### config.mk
export PLATFORM = sky130hd
export DESIGN_NAME = id_ex_stage
export DESIGN_NICKNAME = d
export VERILOG_FILES = /design/src/rtl/id_ex_stage.sv
export SDC_FILE = /design/constraint.sdc
export NUM_CORES = 1
export LEC_CHECK = 0
export ABC_AREA = 1
export CAP_MARGIN = 15
export CORE_AREA = 5 5 155 157
export CTS_CLUSTER_DIAMETER = 120
export DETAILED_ROUTE_END_ITERATION = 6
export DIE_AREA = 0 0 160 162
export HOLD_SLACK_MARGIN = 0.1
export PLACE_DENSITY = 0.72
export SYNTH_ARGS = -nofsm -noshare
export SYNTH_HDL_FRONTEND = slang
export SYNTH_SLANG_ARGS = --single-unit
export TNS_END_PERCENT = 5
### constraint.sdc
create_clock -name clk_i -period 1.7 [get_ports clk_i]
set_input_delay 0.255 -clock clk_i [delete_from_list [all_inputs] [get_ports clk_i]]
set_output_delay 0.255 -clock clk_i [all_outputs]
set_load 0.01 [all_outputs]
### src/rtl/id_ex_stage.sv
// Decode-to-execute pipeline register for the 5-stage RV32I core: operand forwarding mux,
// load-use hazard detection with single-bubble insertion, and a saturating load-use counter.
package id_ex_pkg;
    typedef enum logic [1:0] {
        NO_FRWD  = 2'd0,
        EX_FRWD  = 2'd1,
        MEM_FRWD = 2'd2
    } forwarding_e;
endpackage

module id_ex_stage
    import id_ex_pkg::*;
#(
    parameter int XLEN   = 32,
    parameter int CTRL_W = 16,
    parameter int CNT_W  = 16
) (
    input  logic              clk_i,
    input  logic              rst_i,
    input  logic              valid_d_i,
    input  logic [XLEN-1:0]   pc_d_i,
    input  logic [4:0]        rs1_d_i,
    input  logic [4:0]        rs2_d_i,
    input  logic              rs1_used_d_i,
    input  logic              rs2_used_d_i,
    input  logic [4:0]        rd_d_i,
    input  logic              rd_wr_ena_d_i,
    input  logic              is_load_d_i,
    input  logic [XLEN-1:0]   imm_d_i,
    input  logic [CTRL_W-1:0] ctrl_d_i,
    input  logic [XLEN-1:0]   rs1_data_i,
    input  logic [XLEN-1:0]   rs2_data_i,
    input  forwarding_e       forwardA_i,
    input  forwarding_e       forwardB_i,
    input  logic [XLEN-1:0]   alu_result_e_i,
    input  logic [XLEN-1:0]   result_m_i,
    input  logic              hold_i,
    input  logic              flush_i,
    output logic              valid_e_o,
    output logic [XLEN-1:0]   pc_e_o,
    output logic [XLEN-1:0]   imm_e_o,
    output logic [XLEN-1:0]   op_a_e_o,
    output logic [XLEN-1:0]   op_b_e_o,
    output logic [4:0]        rd_e_o,
    output logic              rd_wr_ena_e_o,
    output logic              is_load_e_o,
    output logic [CTRL_W-1:0] ctrl_e_o,
    output logic              stall_d_o,
    output logic [CNT_W-1:0]  load_use_cnt_o
);

    function automatic logic [XLEN-1:0] fwd_mux(input forwarding_e sel,
                                                input logic [XLEN-1:0] rf_val,
                                                input logic [XLEN-1:0] ex_val,
                                                input logic [XLEN-1:0] mem_val);
        case (sel)
            EX_FRWD:  return ex_val;
            MEM_FRWD: return mem_val;
            default:  return rf_val;
        endcase
    endfunction

    function automatic logic [CNT_W-1:0] sat_inc(input logic [CNT_W-1:0] c);
        return (c == {CNT_W{1'b1}}) ? c : c + CNT_W'(1);
    endfunction

    logic              valid_q, valid_d;
    logic [XLEN-1:0]   pc_q, pc_d;
    logic [XLEN-1:0]   imm_q, imm_d;
    logic [XLEN-1:0]   op_a_q, op_a_d;
    logic [XLEN-1:0]   op_b_q, op_b_d;
    logic [4:0]        rd_q, rd_d;
    logic              rd_wr_ena_q, rd_wr_ena_d;
    logic              is_load_q, is_load_d;
    logic [CTRL_W-1:0] ctrl_q, ctrl_d;
    logic [CNT_W-1:0]  cnt_q, cnt_d;

    logic [XLEN-1:0]   op_a_fwd, op_b_fwd;
    logic              rs1_hit, rs2_hit, load_use;

    // D stage: forwarding and hazard detection
    assign op_a_fwd = fwd_mux(forwardA_i, rs1_data_i, alu_result_e_i, result_m_i);
    assign op_b_fwd = fwd_mux(forwardB_i, rs2_data_i, alu_result_e_i, result_m_i);

    assign rs1_hit  = rs1_used_d_i && (rs1_d_i == rd_q);
    assign rs2_hit  = rs2_used_d_i && (rs2_d_i == rd_q);
    assign load_use = valid_d_i && valid_q && is_load_q && rd_wr_ena_q &&
                      (rd_q != 5'd0) && (rs1_hit || rs2_hit);

    assign stall_d_o = hold_i || (load_use && !flush_i);

    always_comb begin
        valid_d     = valid_q;
        pc_d        = pc_q;
        imm_d       = imm_q;
        op_a_d      = op_a_q;
        op_b_d      = op_b_q;
        rd_d        = rd_q;
        rd_wr_ena_d = rd_wr_ena_q;
        is_load_d   = is_load_q;
        ctrl_d      = ctrl_q;
        cnt_d       = cnt_q;
        if (!hold_i) begin
            if (flush_i || load_use) begin
                // Flush and load-use bubbles are encoded identically; only load-use is counted.
                valid_d     = 1'b0;
                pc_d        = '0;
                imm_d       = '0;
                op_a_d      = '0;
                op_b_d      = '0;
                rd_d        = '0;
                rd_wr_ena_d = 1'b0;
                is_load_d   = 1'b0;
                ctrl_d      = '0;
                if (!flush_i) cnt_d = sat_inc(cnt_q);
            end else begin
                valid_d     = valid_d_i;
                pc_d        = pc_d_i;
                imm_d       = imm_d_i;
                op_a_d      = op_a_fwd;
                op_b_d      = op_b_fwd;
                rd_d        = rd_d_i;
                rd_wr_ena_d = rd_wr_ena_d_i && valid_d_i;
                is_load_d   = is_load_d_i && valid_d_i;
                ctrl_d      = ctrl_d_i;
            end
        end
    end

    // D -> E stage boundary
    always_ff @(posedge clk_i) begin
        if (rst_i) begin
            valid_q     <= 1'b0;
            pc_q        <= '0;
            imm_q       <= '0;
            op_a_q      <= '0;
            op_b_q      <= '0;
            rd_q        <= '0;
            rd_wr_ena_q <= 1'b0;
            is_load_q   <= 1'b0;
            ctrl_q      <= '0;
            cnt_q       <= '0;
        end else begin
            valid_q     <= valid_d;
            pc_q        <= pc_d;
            imm_q       <= imm_d;
            op_a_q      <= op_a_d;
            op_b_q      <= op_b_d;
            rd_q        <= rd_d;
            rd_wr_ena_q <= rd_wr_ena_d;
            is_load_q   <= is_load_d;
            ctrl_q      <= ctrl_d;
            cnt_q       <= cnt_d;
        end
    end

    assign valid_e_o      = valid_q;
    assign pc_e_o         = pc_q;
    assign imm_e_o        = imm_q;
    assign op_a_e_o       = op_a_q;
    assign op_b_e_o       = op_b_q;
    assign rd_e_o         = rd_q;
    assign rd_wr_ena_e_o  = rd_wr_ena_q;
    assign is_load_e_o    = is_load_q;
    assign ctrl_e_o       = ctrl_q;
    assign load_use_cnt_o = cnt_q;

endmodule

==> results.yml <==
sta:
  setup_viol: 168
  min_period_ns: 1.93
  slew_violations: 0
  finalClockSkew_ns: 0.0117
  finalCritPeriodShare_pct: 113
  fmax_ghz: 0.519
  setup_ws_ns: -0.228
  hold_violations: 0
  relSlewSlack_pct: 48.0
  rsz0062_at_grt: "true"
  worstMarginPinSlew_ns: 0.780
grt:
  gr-total-overflow: 0
  grt_max_degree: 161
  grt_first_pass_wirelength_um: 51100
  antenna_found_initial: 2
  grt_pass1_vias: 9228
  track_usage_pct: 24.5
setup_path:
  endpoint_kind: "flop"
  critPathKind: "flop to flop"
  cpLargestDelayFamily: "buffers and inverters"
  worst-path-buf-inv: 5
  max_stage_delay_ns: 0.36
  worst-endpoint-required_ns: 2.04
  crit_slowest_cell: "dfxtp_2"
  path_cells: "buf_6 -> nand2_1 -> nand2_1 -> nor2_1 -> nand3_1 -> nand2_2 -> buf_6 -> a21oi_4 -> buf_12 -> buf_12 -> clkbuf_16 -> nand3_1 -> a21oi_1"
  critPathLaunchType: "flop"
  critPathMaxFanout: 8
  cp_data_arrival_time_ns: 2.27
finish:
  layout.nets: 1821
  final_core_utilization_pct: 62.6
  drive_gt1_share_pct: 13.7
  areaGrowthSynthToFinish_pct: 77.9
  fillers: 1984
  multi_input_area_mm2: 0.00434
  layoutNonFillerInstCount: 1879
  seq_area_mm2: 0.00338
die:
  fp-row-count: 55
  ioPinCount: 405
  die_w_um: 160
  dieArea_mm2: 0.0259
  start_util_pct: 35.2
  core_mm2: 0.0224
  die_height_um: 162
power_and_ir_drop:
  power_density_mw_per_mm2: 747
  p_leak_uw: 0.00543
  ir_drop_mv: 0.407
  power_uw: 10500
clocking:
  clkSinkCount: 168
  ctsHoldBuffers: 0
  cts_buffers: 17
  clockBufferDepth: 2
  clk-insertion-delay-late_ns: 0.42
  clk_pin_slew_ns: 0.07
  cts.htree.levels: 4
  cts_tree: "yes"
  root_buffer: "clkbuf_16"
logic_synthesis:
  synth-seq-area-share_pct: 42.7
  synth_area_leaders: "dfxtp_1 (43%), nand2_1 (16%), a21oi_1 (11%)"
  synth_area_per_cell_um2: 6.77
  yosys_warnings: 0
  synth_top_area_share_pct: 42.7
  synth_nets: 1403
  yosys.area.top_type: "dfxtp_1"
  netlist_area_mm2: 0.00787
  syn_inst: 1162
  ys_seq_elements: 168
  yosysUniqueCellTypes: 23
route:
  vias: 9815
  viasPerCell: 5.22
  drt-initial-drc-count: 607
  finalWirelength_um: 35200
  first_pass_iters: 5
  final_antenna_net_count: 0
  drc: 0
  wire_per_inst_um: 18.7
place:
  dpl_worst_slack_ns: -0.710
  dp_cells: 1828
  port_buffers: 404
  dp_hpwl_um: 24800
  gp_congestion: 0.949
outcome:
  violations: "setup timing"
  status: "complete, but fails checks"
worst_hold_path:
  hp-class: "input pin to flop"
run:
  maxCapViolations: 0
[sequential cells by signal, summed over array words and instances (netlist names)]
name / count
ctrl_e_o: 16
imm_e_o: 32
is_load_e_o: 1
load_use_cnt_o: 16
op_a_e_o: 32
op_b_e_o: 32
pc_e_o: 32
rd_e_o: 5
rd_wr_ena_e_o: 1
valid_e_o: 1
[stage by stage]
stage | TNS, ns | hold WS, ns | instance area [um2]
4_1_cts | -12.01 | 0.211 | 13300
2_1_floorplan | 0 | 0.415 | 7870
3_5_place_dp | -73.74 | 0.447 | 12600
6_report | -15.90 | 0.216 | 14000
5_1_grt | -35.22 | 0.210 | 14000
3_3_place_gp | -70.93 | 0.444 | 12600
[what timing repair did]
item,CTS,global route
pin swaps,4,23
cloned,0,13
setup endpoints to repair,180,177
buffers inserted,1,4
resized for setup,33,108
[path summary, 6_finish.rpt]
kind | startpoint | endpoint | slack (ns) | cells after the start
worst max-delay path | rd_e_o[3] | pc_e_o[10] | -0.23 | 13
worst min register to register | imm_e_o[19] | imm_e_o[19] | 0.46 | 2
worst max register to register | rd_e_o[3] | pc_e_o[10] | -0.23 | 13
worst min-delay path | hold_i | pc_e_o[28] | 0.22 | 4
[routing by layer]
metal / vias to the layer above / GRT usage [%] / share of wire [%]
met1: 4586 / 27.6 / 38
met3: 74 / 8.53 / 8.7
met4: 2 / 11.2 / 3.8
met5: - / 0 / 0.057
li1: 4739 / - / -
met2: 414 / 41.8 / 49
[synth_stat cells]
cell	instances
nor3_1	2
o21ai_1	9
nand2_1	342
o21ai_0	70
nor2_4	1
xnor2_1	6
buf_4	4
nand3_1	99
clkbuf_1	69
buf_1	6
xor2_1	8
ha_1	5
a21oi_4	1
nand4_1	2
buf_2	16
inv_2	7
o21bai_1	1
a31oi_1	64
nor2_1	91
dfxtp_1	168
a21oi_1	166
inv_1	24
nand3_2	1
[cells by family after synthesis]
logic type | count (synthesis) | share of synthesized area (%)
AOI/OAI and AO/OA | 311 | 21.0
xor gates and xnor gates | 14 | 1.56
adders and majority gates | 5 | 0.795
buffers and inverters | 126 | 6.45
DFF | 168 | 42.7
and+or+nand+nor | 538 | 27.5
[power by group]
group	internal, uW	leakage (uW)	total (uW)	switching, uW
registers	4120	0.00138	4220	98.9
clock network	2120	0.000283	3790	1670
logic	1320	0.00376	2450	1130
total	7550	0.00543	10500	2910
[layout make-up]
| type | instances | share of cell area [%] |
|---|---|---|
| antenna | 1 | 0.0179 |
| clock buffer | 20 | 3.26 |
| clock inverter | 12 | 0.804 |
| inverter | 31 | 0.867 |
| multi-input combinational | 868 | 31.0 |
| sequential | 168 | 24.1 |
| tap | 285 | 2.55 |
| timing repair buffer | 494 | 37.3 |
[tightest hold or removal path: cells and delay by family]
| family | cells | cell delay [ns] |
|---|---|---|
| AO/OA/AOI/OAI | 1 | 0.05 |
| AND/OR/NAND/NOR | 1 | 0.06 |
| buffers and inverters | 2 | 0.21 |
[cell usage in the layout, fill, tap and decap left out, types with 5 or more instances in the layout]
cell               n
nand3_1           85
clkbuf_16         27
ha_1               5
buf_6              8
a21oi_1          110
o21ai_0           70
nand2_1          338
inv_1             22
nor2_1            90
dfxtp_2            5
a31oi_1           64
nand3_2            9
clkdlybuf4s50_1  380
xor2_1             8
o21ai_1            9
inv_2              8
dlygate4sd2_1     11
buf_12            23
dfxtp_1          160
buf_4             49
a21oi_2           56
nand3_4            6
dlymetal6s2s_1    10
xnor2_1            6
inv_6              5
(Power assumes the default switching activity.)
